`src/rtl/dma_controller_if.sv`:
```
// Bus bundle between the DMA engine, its control host and the shared memory port.
// The master modport is the DMA side; the slave modport is the host/memory side.
interface dma_controller_if #(
  parameter int unsigned ADDR_W = 4,
  parameter int unsigned DATA_W = 8
);
  logic              start;
  logic [ADDR_W-1:0] src_addr;
  logic [ADDR_W-1:0] dst_addr;
  logic [ADDR_W-1:0] mem_addr;
  logic [DATA_W-1:0] mem_data_in;
  logic [DATA_W-1:0] mem_data_out;
  logic              mem_we_n;
  logic              mem_ce_n;
  logic              done;

  modport master (
    input  start, src_addr, dst_addr, mem_data_out,
    output mem_addr, mem_data_in, mem_we_n, mem_ce_n, done
  );

  modport slave (
    output start, src_addr, dst_addr, mem_data_out,
    input  mem_addr, mem_data_in, mem_we_n, mem_ce_n, done
  );
endinterface

```
`src/rtl/dma_controller.sv`:
```
// Single-byte memory-to-memory DMA: read src, write dst, pulse done.
// All outputs are Moore-decoded from registered state so reset deasserts them at once.
module dma_controller #(
  parameter int unsigned ADDR_W = 4,
  parameter int unsigned DATA_W = 8
) (
  input  logic                clk,
  input  logic                rst_n,
  dma_controller_if.master    bus_io
);

  typedef enum logic [1:0] {StIdle, StRead, StWrite, StDone} state_e;

  state_e            state_q, state_d;
  logic [ADDR_W-1:0] src_q, src_d;
  logic [ADDR_W-1:0] dst_q, dst_d;
  logic [DATA_W-1:0] data_q, data_d;

  always_ff @(posedge clk or negedge rst_n) begin
    if (!rst_n) begin
      state_q <= StIdle;
      src_q   <= '0;
      dst_q   <= '0;
      data_q  <= '0;
    end else begin
      state_q <= state_d;
      src_q   <= src_d;
      dst_q   <= dst_d;
      data_q  <= data_d;
    end
  end

  always_comb begin
    state_d            = state_q;
    src_d              = src_q;
    dst_d              = dst_q;
    data_d             = data_q;
    bus_io.mem_addr    = '0;
    bus_io.mem_data_in = '0;
    bus_io.mem_we_n    = 1'b1;
    bus_io.mem_ce_n    = 1'b1;
    bus_io.done        = 1'b0;

    unique case (state_q)
      StIdle: begin
        // start is only looked at here, so requests while busy are dropped
        if (bus_io.start) begin
          src_d   = bus_io.src_addr;
          dst_d   = bus_io.dst_addr;
          state_d = StRead;
        end
      end
      StRead: begin
        bus_io.mem_ce_n = 1'b0;
        bus_io.mem_addr = src_q;
        data_d          = bus_io.mem_data_out;
        state_d         = StWrite;
      end
      StWrite: begin
        bus_io.mem_ce_n    = 1'b0;
        bus_io.mem_we_n    = 1'b0;
        bus_io.mem_addr    = dst_q;
        bus_io.mem_data_in = data_q;
        state_d            = StDone;
      end
      StDone: begin
        bus_io.done = 1'b1;
        state_d     = StIdle;
      end
      default: state_d = StIdle;
    endcase
  end

endmodule

```
`src/flat_wrapper.sv`:
```
// flat-port wrapper written by rule: the top's interface ports become plain ports
module dma_controller_flat 
#(
  parameter int unsigned ADDR_W = 4,
  parameter int unsigned DATA_W = 8
)
  (clk, rst_n, bus_io_start, bus_io_src_addr, bus_io_dst_addr, bus_io_mem_data_out, bus_io_mem_addr, bus_io_mem_data_in, bus_io_mem_we_n, bus_io_mem_ce_n, bus_io_done);
  dma_controller_if #(.ADDR_W(ADDR_W), .DATA_W(DATA_W)) bus_io_i ();
  input  logic clk;
  input  logic rst_n;
  input wire logic [$bits(bus_io_i.start)-1:0] bus_io_start;
  input wire logic [$bits(bus_io_i.src_addr)-1:0] bus_io_src_addr;
  input wire logic [$bits(bus_io_i.dst_addr)-1:0] bus_io_dst_addr;
  input wire logic [$bits(bus_io_i.mem_data_out)-1:0] bus_io_mem_data_out;
  output wire logic [$bits(bus_io_i.mem_addr)-1:0] bus_io_mem_addr;
  output wire logic [$bits(bus_io_i.mem_data_in)-1:0] bus_io_mem_data_in;
  output wire logic [$bits(bus_io_i.mem_we_n)-1:0] bus_io_mem_we_n;
  output wire logic [$bits(bus_io_i.mem_ce_n)-1:0] bus_io_mem_ce_n;
  output wire logic [$bits(bus_io_i.done)-1:0] bus_io_done;
  assign bus_io_i.start = bus_io_start;
  assign bus_io_i.src_addr = bus_io_src_addr;
  assign bus_io_i.dst_addr = bus_io_dst_addr;
  assign bus_io_i.mem_data_out = bus_io_mem_data_out;
  assign bus_io_mem_addr = bus_io_i.mem_addr;
  assign bus_io_mem_data_in = bus_io_i.mem_data_in;
  assign bus_io_mem_we_n = bus_io_i.mem_we_n;
  assign bus_io_mem_ce_n = bus_io_i.mem_ce_n;
  assign bus_io_done = bus_io_i.done;
  dma_controller #(.ADDR_W(ADDR_W), .DATA_W(DATA_W)) u_core (.clk(clk), .rst_n(rst_n), .bus_io(bus_io_i));
endmodule
```
`config.mk`:
```
export PLATFORM = sky130hd
export DESIGN_NAME = dma_controller_flat
export DESIGN_NICKNAME = d
export VERILOG_FILES = /design/src/rtl/dma_controller_if.sv /design/src/rtl/dma_controller.sv /design/src/flat_wrapper.sv
export SDC_FILE = /design/constraint.sdc
export NUM_CORES = 1
export LEC_CHECK = 0
export CELL_PAD_IN_SITES_DETAIL_PLACEMENT = 1
export CELL_PAD_IN_SITES_GLOBAL_PLACEMENT = 2
export CORE_ASPECT_RATIO = 0.5
export CORE_MARGIN = 5
export CORE_UTILIZATION = 26
export DETAILED_ROUTE_END_ITERATION = 8
export PLACE_DENSITY = 0.83
export SYNTH_ARGS = -nofsm -noshare
export SYNTH_HDL_FRONTEND = slang
export SYNTH_SLANG_ARGS = --single-unit
export TNS_END_PERCENT = 1
```
`constraint.sdc`:
```
create_clock -name clk -period 1.67 [get_ports clk]
set_input_delay 0.334 -clock clk [delete_from_list [all_inputs] [get_ports clk]]
set_output_delay 0.334 -clock clk [all_outputs]
set_load 0.03 [all_outputs]
```
==> results of run 1 <==
## registers in the layout, summed over array words and instances, names as in the netlist
name and flops:
u_core.state_q 2, u_core.dst_q 4, u_core.src_q 4, u_core.data_q 8
## worst register-to-register path: stages, from the launching register on
cell	delay, ns
dfrtp_1	0.40
buf_6	0.15
inv_8	0.06
ha_4	0.18
buf_4	0.19
mux2_2	0.36
## Yosys cell counts (all sizes together)
cell and count:
nand2 1, inv 4, nor2 5, ha 6
and2 8, buf 1, and2b 1, dfrtp 18
a22oi 4, mux2 16, mux2i 2
## power breakdown
group | internal, mW | total [mW] | switching [mW]
registers | 0.667 | 0.795 | 0.128
clock network | 0.160 | 0.293 | 0.133
logic | 0.937 | 1.96 | 1.03
total | 1.76 | 3.05 | 1.29
## repair_timing
| action | in CTS | in global routing |
|---|---|---|
| setup buffers | 0 | 1 |
| resized for setup | 8 | 27 |
| setup endpoints to repair | 15 | 15 |
| pin swaps | 0 | 4 |
| hold buffers | 0 | 0 |
## metal layers
metal | global-route usage (%) | up-vias | share of wire, %
li1 | - | 313 | -
met1 | 11.4 | 314 | 42
met2 | 18.9 | 13 | 54
met3 | 3.43 | 2 | 3.2
met5 | 0 | - | 0
met4 | 2.25 | 0 | 0.77
## worst paths after layout
check | start | end | slack [ns] | cells after the start
setup reg to reg | u_core.state_q[1] | u_core.data_q[1] | 0.22 | 5
min in group clk | u_core.data_q[6] | u_core.data_q[6] | 0.50 | 1
hold reg to reg | u_core.data_q[6] | u_core.data_q[6] | 0.50 | 1
hold / removal | rst_n | u_core.data_q[0] | 0.41 | 2
max in group asynchronous | rst_n | u_core.data_q[7] | 1.06 | 2
setup / recovery | u_core.state_q[1] | bus_io_mem_addr[2] | -0.06 | 6
## logic make-up (layout without fill, tap and decap cells)
group	count (synthesis)	count (layout)	share of synthesized area [%]
buf+inv	5	48	3.04
flops	18	18	52.1
simple gates	15	15	9.55
mux	18	18	23.2
compound gates	4	4	3.47
fa+ha+maj	6	6	8.68
## per-stage QoR
stage	power (mW)	worst slack, ns	hold slack (ns)
finish	3.05	-0.0621	0.415
global route	3.28	-0.134	0.436
CTS	2.73	-0.158	0.419
detailed placement	2.36	0.0283	0.490
global placement	2.32	0.0384	0.482
floorplan	1.77	-0.0160	0.0384
## layout make-up
cell class,instances,area (um^2)
well taps,40,50.0
clock buffers,3,41.3
flip-flops and latches,18,450
multi-input cells,43,465
repair buffers,41,374
inverters,4,27.5
fillers,331,1690
==> summary.md, run 1 <==
| Metric | Value |
|---|---|
| Core area | 3100 um^2 |
| Overall die area | approximately 4600 um^2 |
| Crit-path slowest cell | dfrtp_1 |
| Distinct cells, synth | 11 |
| CTS sink count | 18 |
| Root Driver | clkbuf_8 |
| Drt via density | around 4.3 |
| Largest net degree at the start of global routing | 19 |
| Worst path arrival time | between 1 and 1.5 ns |
| Cell mode on critical path | buf_6 |
| Final WS setup | -0.0621 ns |
| Die height | 50.8 um |
| Top delay family on crit path | flip-flops |
| RePlAce Congestion | about 0.68 |
| Fin nets | 136 |
| Ratio of final minimum period to clock period | 104% |
| Detail Placement HPWL | about 1600 um |
| Routed Antenna Nets | 0 |
| Initial antenna violation count | 0 |
| Fmax | approximately 580 MHz |
| CTS H-Tree Depth | 1 |
| Leakage power | approximately 0.61 nW |
| HP Class | in2async |
| CTS clk-pin slew, worst paths | about 0.060 ns |
| Die W | about 92 um |
| Syn avg cell area | roughly 13 um^2 |
| Peak supply drop | a little over 0.5 mV |
| Mapped Area | a little under 900 um^2 |
| Slew Viols, Final | 0 |
| Final Instance Area | 1410 um^2 |
| Power Density | 2170 nW/um^2 |
| Max_cap viols | 0 |
| Synthesis Warnings | 0 |
| Drt pass-1 iters | 2 |
| Routed WL | approximately 2200 um |
| Drt initial violations | 6 |
| CP startpoint kind | register |
| Clk buf depth | 2 |
| Layout Area Growth over Synthesis | 63.0% |
| First-pass GRT wire length | around 3700 um |
| Worst Tran Pin Value | ~0.24 ns |
| Count of final setup violators | 6 |
| CTS tree | built |
| Clk_lat worst skew | around 0.25 ns |
| Via Count | around 640 |
| IO buf count | 33 |
| GRT Residual Overflow | 0 |
| Post-Syn Instances | 66 |
| Unrepaired setup endpoints after global routing | true |
| Row count | 14 |
| Outcome | finished with violations |
| Kind of critical path | reg2out |
| Max FO, Critical Path | 5 |
| GRT Util Overall | 10.1% |
| Cell chain of the critical path | buf_6 > inv_8 > ha_4 > a22oi_2 > nor2_2 > buf_6 |
| Vias in the first global route | around 750 |
| CTS Buf Count | 3 |
| Top cells by area, synth | dfrtp_1 52%, mux2_2 21%, ha_1 8.7%, and2_1 5.8%, a22oi_1 3.5% |
| Non-filler instance count after layout | between 100 and 150 |
| Util after Layout | about 45% |
| N_diodes | 0 |
| Failing checks | setup timing |
| Share of the yosys chip area belonging to registers | between 50% and 60% |
| Rel. slew slack | a little over four fifths |
| Layout cells sized above 1 | between 50 and 60% |
| Starting Density | between 20 and 30% |
| Commonest non-fill, non-tap cells in the layout | 18 x clkdlybuf4s50_1, 18 x dfrtp_1, 16 x mux2_2 |
| Min Tclk post-route | around 1.7 ns |
| Post-route DRC violation count | 0 |
| Setup TNS | -0.211 ns |
| Slowest Stage Delay on Critical Path | ~0.40 ns |
| Seq cells post-synth | 18 |
| CP required | between 1 and 1.5 ns |
| Setup Skew | between 0.001 and 0.0015 ns |
| Fin. Hold Viols | 0 |
| Cell taking the most area after synthesis | dfrtp_1 |
| Dpl cell area | about 1300 um^2 |
| Yosys top cell area share | a little over half |
| Post-Syn Nets | between 90 and 100 |
| DR WL/cell | around 15 um |
| CP endpoint kind | output port |
| Placed instance count | between 100 and 150 |
| CP bufs+invs | 3 |
| Ports | 34 |
Note: power is estimated with default switching activity, not from simulation.
==> run 2, diff against run 1 <==
Settings changed: CORE_MARGIN 5 to 3, HOLD_SLACK_MARGIN set to 0.06, PLACE_DENSITY 0.83 to unset, PLACE_DENSITY_LB_ADDON set to 0.08.
==> run 2 against run 1 <==
  * The flow still finishes with violations (setup timing)
  * Clock power is 20% higher
  * Clock skew hardly changed
  * Maximum frequency is 2.1% higher
  * Via count is 0.62% higher
  * Die area is 12% lower
  * Utilization is 2.2 points higher
  * Final cell count is 0.67% lower
  * Critical endpoint unchanged
  * Largest power group unchanged
==> summary.md, run 2 (synthesis gave the netlist of run 1 again) <==
| Metric | Value |
|---|---|
| Layout Area Growth over Synthesis | 69.8% |
| Reg2reg path depth | 5 |
| Overall die area | 4100 um^2 |
| HP Class | in2async |
| Starting Density | between 20% and 30% |
| Fin Hold WS | 0.412 ns |
| Buffer count from post-CTS setup fixing | 0 |
| Sw frac | around 41% |
| Layout cells sized above 1 | a little under three fifths |
| N_diodes | 0 |
| First-pass GRT wire length | roughly 3300 um |
| Die W | 87.6 um |
| Max FO, Critical Path | 5 |
| CP startpoint kind | register |
| Largest net degree at the start of global routing | 19 |
| Drt initial violations | 2 |
| Ratio of final minimum period to clock period | 102% |
| Drt via density | between 4 and 5 |
| CTS H-Tree Depth | 1 |
| Initial antenna violation count | 0 |
| Unrepaired setup endpoints after global routing | true |
| Fin. Hold Viols | 0 |
| Fin nets | approximately 130 |
| Comb pwr share | approximately 64% |
| Slew Viols, Final | 0 |
| Routed WL | between 2000 and 2500 um |
| Part of the power in the clock network | between 10% and 20% |
| Max_cap viols | 0 |
| Die height | approximately 47 um |
| Setup Skew | a little over 0.0008 ns |
| Peak supply drop | roughly 0.83 mV |
| RePlAce Congestion | 0.739 |
| Routed Antenna Nets | 0 |
| Clk buf depth | 2 |
| CP required | about 1.3 ns |
| Clk_lat worst skew | around 0.25 ns |
| Pre-CTS WS | ~0.014 ns |
| P_int | between 1.5 and 2 mW |
| Sequential group share of total power | roughly 25% |
| Via Count | about 650 |
| Fmax | roughly 590 MHz |
| Util after Layout | 47.6% |
| DR WL/cell | 14.2 um |
| Overall Power | 3.20 mW |
| CP endpoint kind | output port |
| Worst r2r dst | u_core.data_q[2] |
| CTS sink count | 18 |
| CTS tree | built |
| Min Tclk post-route | ~1.7 ns |
| R2R Setup Slk | between 0.2 and 0.25 ns |
| # hold bufs at CTS | 0 |
| Final WS setup | -0.0258 ns |
| Most flop-heavy register | u_core.data_q |
| Biggest regs | u_core.data_q x8, u_core.dst_q x4, u_core.src_q x4 |
| Core area | approximately 3100 um^2 |
| Row count | 14 |
| CTS clk-pin slew, worst paths | about 0.070 ns |
| GRT Util Overall | around 11% |
| Count of final setup violators | 4 |
| Root Driver | clkbuf_8 |
| Ports | 34 |
| Failing checks | setup timing |
| CTS Buf Count | 3 |
| Vias in the first global route | 759 |
| Number of flip-flops under the largest register name | 8 |
| Commonest non-fill, non-tap cells in the layout | 18 x clkdlybuf4s50_1, 18 x dfrtp_1, 16 x mux2_2 |
| Worst path arrival time | 1.36 ns |
| Setup TNS | -0.0981 ns |
| Outcome | finished with violations |
| Detail Placement HPWL | 1700 um |
| Rel. slew slack | between 80% and 90% |
| Post-route DRC violation count | 0 |
| Sw Pwr | between 1 and 1.5 mW |
| IO buf count | 33 |
| Power Density | 2180 nW/um^2 |
| FF-to-FF Start | u_core.state_q[1] |
| GRT Residual Overflow | 0 |
| Drt pass-1 iters | 3 |
| Kind of critical path | reg2out |
| Leakage power | ~0.62 nW |
| Worst Tran Pin Value | roughly 0.3 ns |
run 2: cell count changes in the layout (fill, tap and decap cells not counted), moves of 2 or more:
cell and change:
and2_1 -5, and2_4 +5, buf_4 -10, buf_6 +8
nor2_2 -2, nor2_4 +2
run 2: worst max path at each step:
stage                      startpoint                 end  cells after the start
detailed placement  u_core.state_q[0]     bus_io_mem_we_n                      4
global placement    u_core.state_q[0]     bus_io_mem_we_n                      4
global route        u_core.state_q[0]  bus_io_mem_addr[1]                      6
CTS                 u_core.state_q[0]  bus_io_mem_addr[1]                      6
floorplan           u_core.state_q[1]  bus_io_mem_addr[0]                      4
finish              u_core.state_q[1]  bus_io_mem_addr[2]                      6
run 2: power groups by stage:
stage	combinational, mW	sequential [mW]	clock, mW
after floorplan	1.02	0.752	0
after global placement	1.53	0.759	0
after detailed placement	1.59	0.785	0
after CTS	1.62	0.776	0.369
after global routing	2.22	0.827	0.386
final	2.05	0.798	0.351
run 2: final cells by class:
type                            count  area [um^2]
Fill cell                         311         1620
Timing Repair Buffer               39          394
Sequential cell                    18          450
Clock buffer                        4         55.1
Inverter                            4         27.5
Tap cell                           40         50.0
Multi-Input combinational cell     43          490
run 2: worst max-delay path: stages (launching register included):
cell and delay (ns):
dfrtp_1 0.37, buf_6 0.14, inv_8 0.04, ha_4 0.18, a22oi_2 0.21, nor2_4 0.04
buf_6 0.13
run 2: what timing repair did:
item | CTS | global route
endpoints found under the setup margin | 15 | 15
resized for setup | 7 | 44
pin swaps | 0 | 9
hold endpoints to repair | 0 | 0
run 2: per-layer routing:
metal | vias to the layer above | GRT usage (%) | wire (um)
met5 | - | 0 | 0
met4 | 0 | 0.917 | 0
met3 | 0 | 5.78 | 174
met2 | 21 | 21.9 | 1120
met1 | 318 | 11.4 | 803
li1 | 307 | - | -
run 2: through the flow:
step                      instances  cell area (um^2)
after floorplan                  66               865
after global placement          144              1250
after detailed placement        144              1250
after CTS                       148              1310
after global routing            148              1470
final                           148              1470
==> run 3, diff against run 2 <==
Settings changed: PLACE_DENSITY set to 0.76, PLACE_DENSITY_LB_ADDON 0.08 to unset, SLEW_MARGIN set to 5.
==> run 3 against run 2 <==
  * The flow still finishes with violations (setup timing)
  * Die area stayed put
  * Global-route usage is 0.15 points higher
  * Worst hold slack better by 0.028 ns
  * Highest routed layer unchanged
==> summary.md, run 3 (synthesis gave the netlist of run 1 again) <==
| Metric | Value |
|---|---|
| FF-to-FF Start | u_core.state_q[1] |
| Drt via density | 4.37 |
| Setup Skew | 0.00481 ns |
| First-pass GRT wire length | 3460 um |
| Root Driver | clkbuf_8 |
| Routed Antenna Nets | 0 |
| Failing checks | setup timing |
| Non-filler instance count after layout | 150 |
| IO buf count | 33 |
| Slowest Stage Delay on Critical Path | 0.44 ns |
| CTS tree | built |
| Layout cells sized above 1 | 54.5% |
| Layout Area Growth over Synthesis | 67.4% |
| R2R Setup Slk | 0.24 ns |
| Leakage power | a little over 0.6 nW |
| Worst path arrival time | 1.40 ns |
| Reg2reg path depth | 5 |
| Crit path launch | u_core.state_q[0] |
| Fmax | about 580 MHz |
| Routed WL | about 2300 um |
| Outcome | finished with violations |
| Die height | ~47 um |
| Met2 global-route usage | a little under a quarter |
| Commonest non-fill, non-tap cells in the layout | 18 x clkdlybuf4s50_1, 16 x mux2_2, 16 x dfrtp_1 |
| RePlAce Congestion | 0.623 |
| Most congested layer reported by global routing | met2 |
| Fin. Hold Viols | 0 |
| CTS Buf Count | 3 |
| Drt pass-1 iters | 3 |
| CP bufs+invs | 3 |
| Detail Placement HPWL | 1750 um |
| Via Count | roughly 660 |
| CP startpoint kind | register |
| DR WL/cell | about 16 um |
| HP Class | in2async |
| Ratio of final minimum period to clock period | 104% |
| Placed instance count | about 140 |
| Worst Setup EP | bus_io_mem_addr[3] |
| Ports | 34 |
| Clk buf depth | 2 |
| Number of flip-flops under the largest register name | 8 |
| Max_cap viols | 0 |
| CTS clk-pin slew, worst paths | 0.07 ns |
| Clk_lat worst skew | 0.26 ns |
| Core area | just over 3000 um^2 |
| CP endpoint kind | output port |
| Slew Viols, Final | 0 |
| Crit-path slowest cell | dfrtp_2 |
| Vias in the first global route | about 700 |
| Unrepaired setup endpoints after global routing | true |
| Largest net degree at the start of global routing | 19 |
| Min Tclk post-route | ~1.7 ns |
| Rel. slew slack | a little over four fifths |
| Worst r2r dst | u_core.data_q[6] |
| Max FO, Critical Path | 6 |
| Levels on crit path | 5 |
| Drt initial violations | 1 |
| CP required | 1.34 ns |
| Die W | slightly below 90 um |
| Initial antenna violation count | 0 |
| Power Density | 2150 nW/um^2 |
| Cell chain of the critical path | clkinv_4 > ha_4 > inv_4 > nor2_2 > buf_6 |
| Peak supply drop | 0.837 mV |
| Most flop-heavy register | u_core.data_q |
| Util after Layout | between 40% and 50% |
| CTS sink count | 18 |
| Commonest non-fill, non-tap cell in the layout | clkdlybuf4s50_1 |
| Starting Density | 28.0% |
| GRT Util Overall | 11.3% |
| Final WS setup | -0.0657 ns |
| CTS H-Tree Depth | 1 |
| M3 GR Usage | under 10% |
| Fin nets | 136 |
| Count of final setup violators | 12 |
| Biggest regs | u_core.data_q x8, u_core.dst_q x4, u_core.src_q x4 |
| Post-route DRC violation count | 0 |
| N_diodes | 0 |
| Top delay family on crit path | flip-flops |
| Row count | 14 |
| Met1 Use GR | roughly 12% |
| GRT Residual Overflow | 0 |
| Overall die area | just over 4000 um^2 |
| Worst Tran Pin Value | about 0.24 ns |
| Kind of critical path | reg2out |
[run 3: worst min path at each step]
stage | start | end | slack [ns] | cells past startpoint
global route | rst_n | u_core.state_q[0] | 0.45 | 2
finish | rst_n | u_core.dst_q[2] | 0.44 | 2
global placement | u_core.data_q[0] | u_core.data_q[0] | 0.48 | 1
detailed placement | u_core.data_q[7] | u_core.data_q[7] | 0.49 | 1
floorplan | rst_n | u_core.data_q[0] | 0.04 | 0
CTS | rst_n | u_core.dst_q[2] | 0.44 | 2
[run 3: power by group]
part           switching [mW]  total, mW  leakage [nW]  internal [mW]
Sequential              0.178      0.850         0.210          0.672
Combinational           0.952       1.90         0.378          0.951
Clock                   0.148      0.358        0.0288          0.210
[run 3: per-stage QoR]
stage	setup WS, ns	setup TNS (ns)	hold slack, ns	area [um^2]	power (mW)
3_3_place_gp	0.136	0	0.483	1220	2.24
5_1_grt	-0.138	-1.17	0.446	1450	3.32
3_5_place_dp	0.0373	0	0.491	1220	2.32
6_report	-0.0657	-0.374	0.440	1450	3.11
2_1_floorplan	-0.0160	-0.0641	0.0384	865	1.77
4_1_cts	-0.108	-0.992	0.444	1280	2.73
[run 3: metal layers]
metal  share of wire [%]  wire length, um
met5                   0                0
met4                   0                0
met3                 2.0               48
met2                  56             1320
met1                  42              983
[run 3: repair_timing]
item / CTS / global route
cloned: 0 / 0
pin swaps: 0 / 2
endpoints found under the hold margin: 0 / 0
gates resized for setup: 7 / 32
setup buffers: 0 / 5
hold buffers: 0 / 0
endpoints found under the setup margin: 15 / 14
[run 3: final cells by class]
| cell class | count | area, um^2 |
|---|---|---|
| fill | 327 | 1640 |
| multi-input combinational | 43 | 465 |
| sequential | 18 | 453 |
| timing repair buffer | 41 | 399 |
| clock buffer | 4 | 55.1 |
| tap | 40 | 50.0 |
| inverter | 4 | 25.0 |
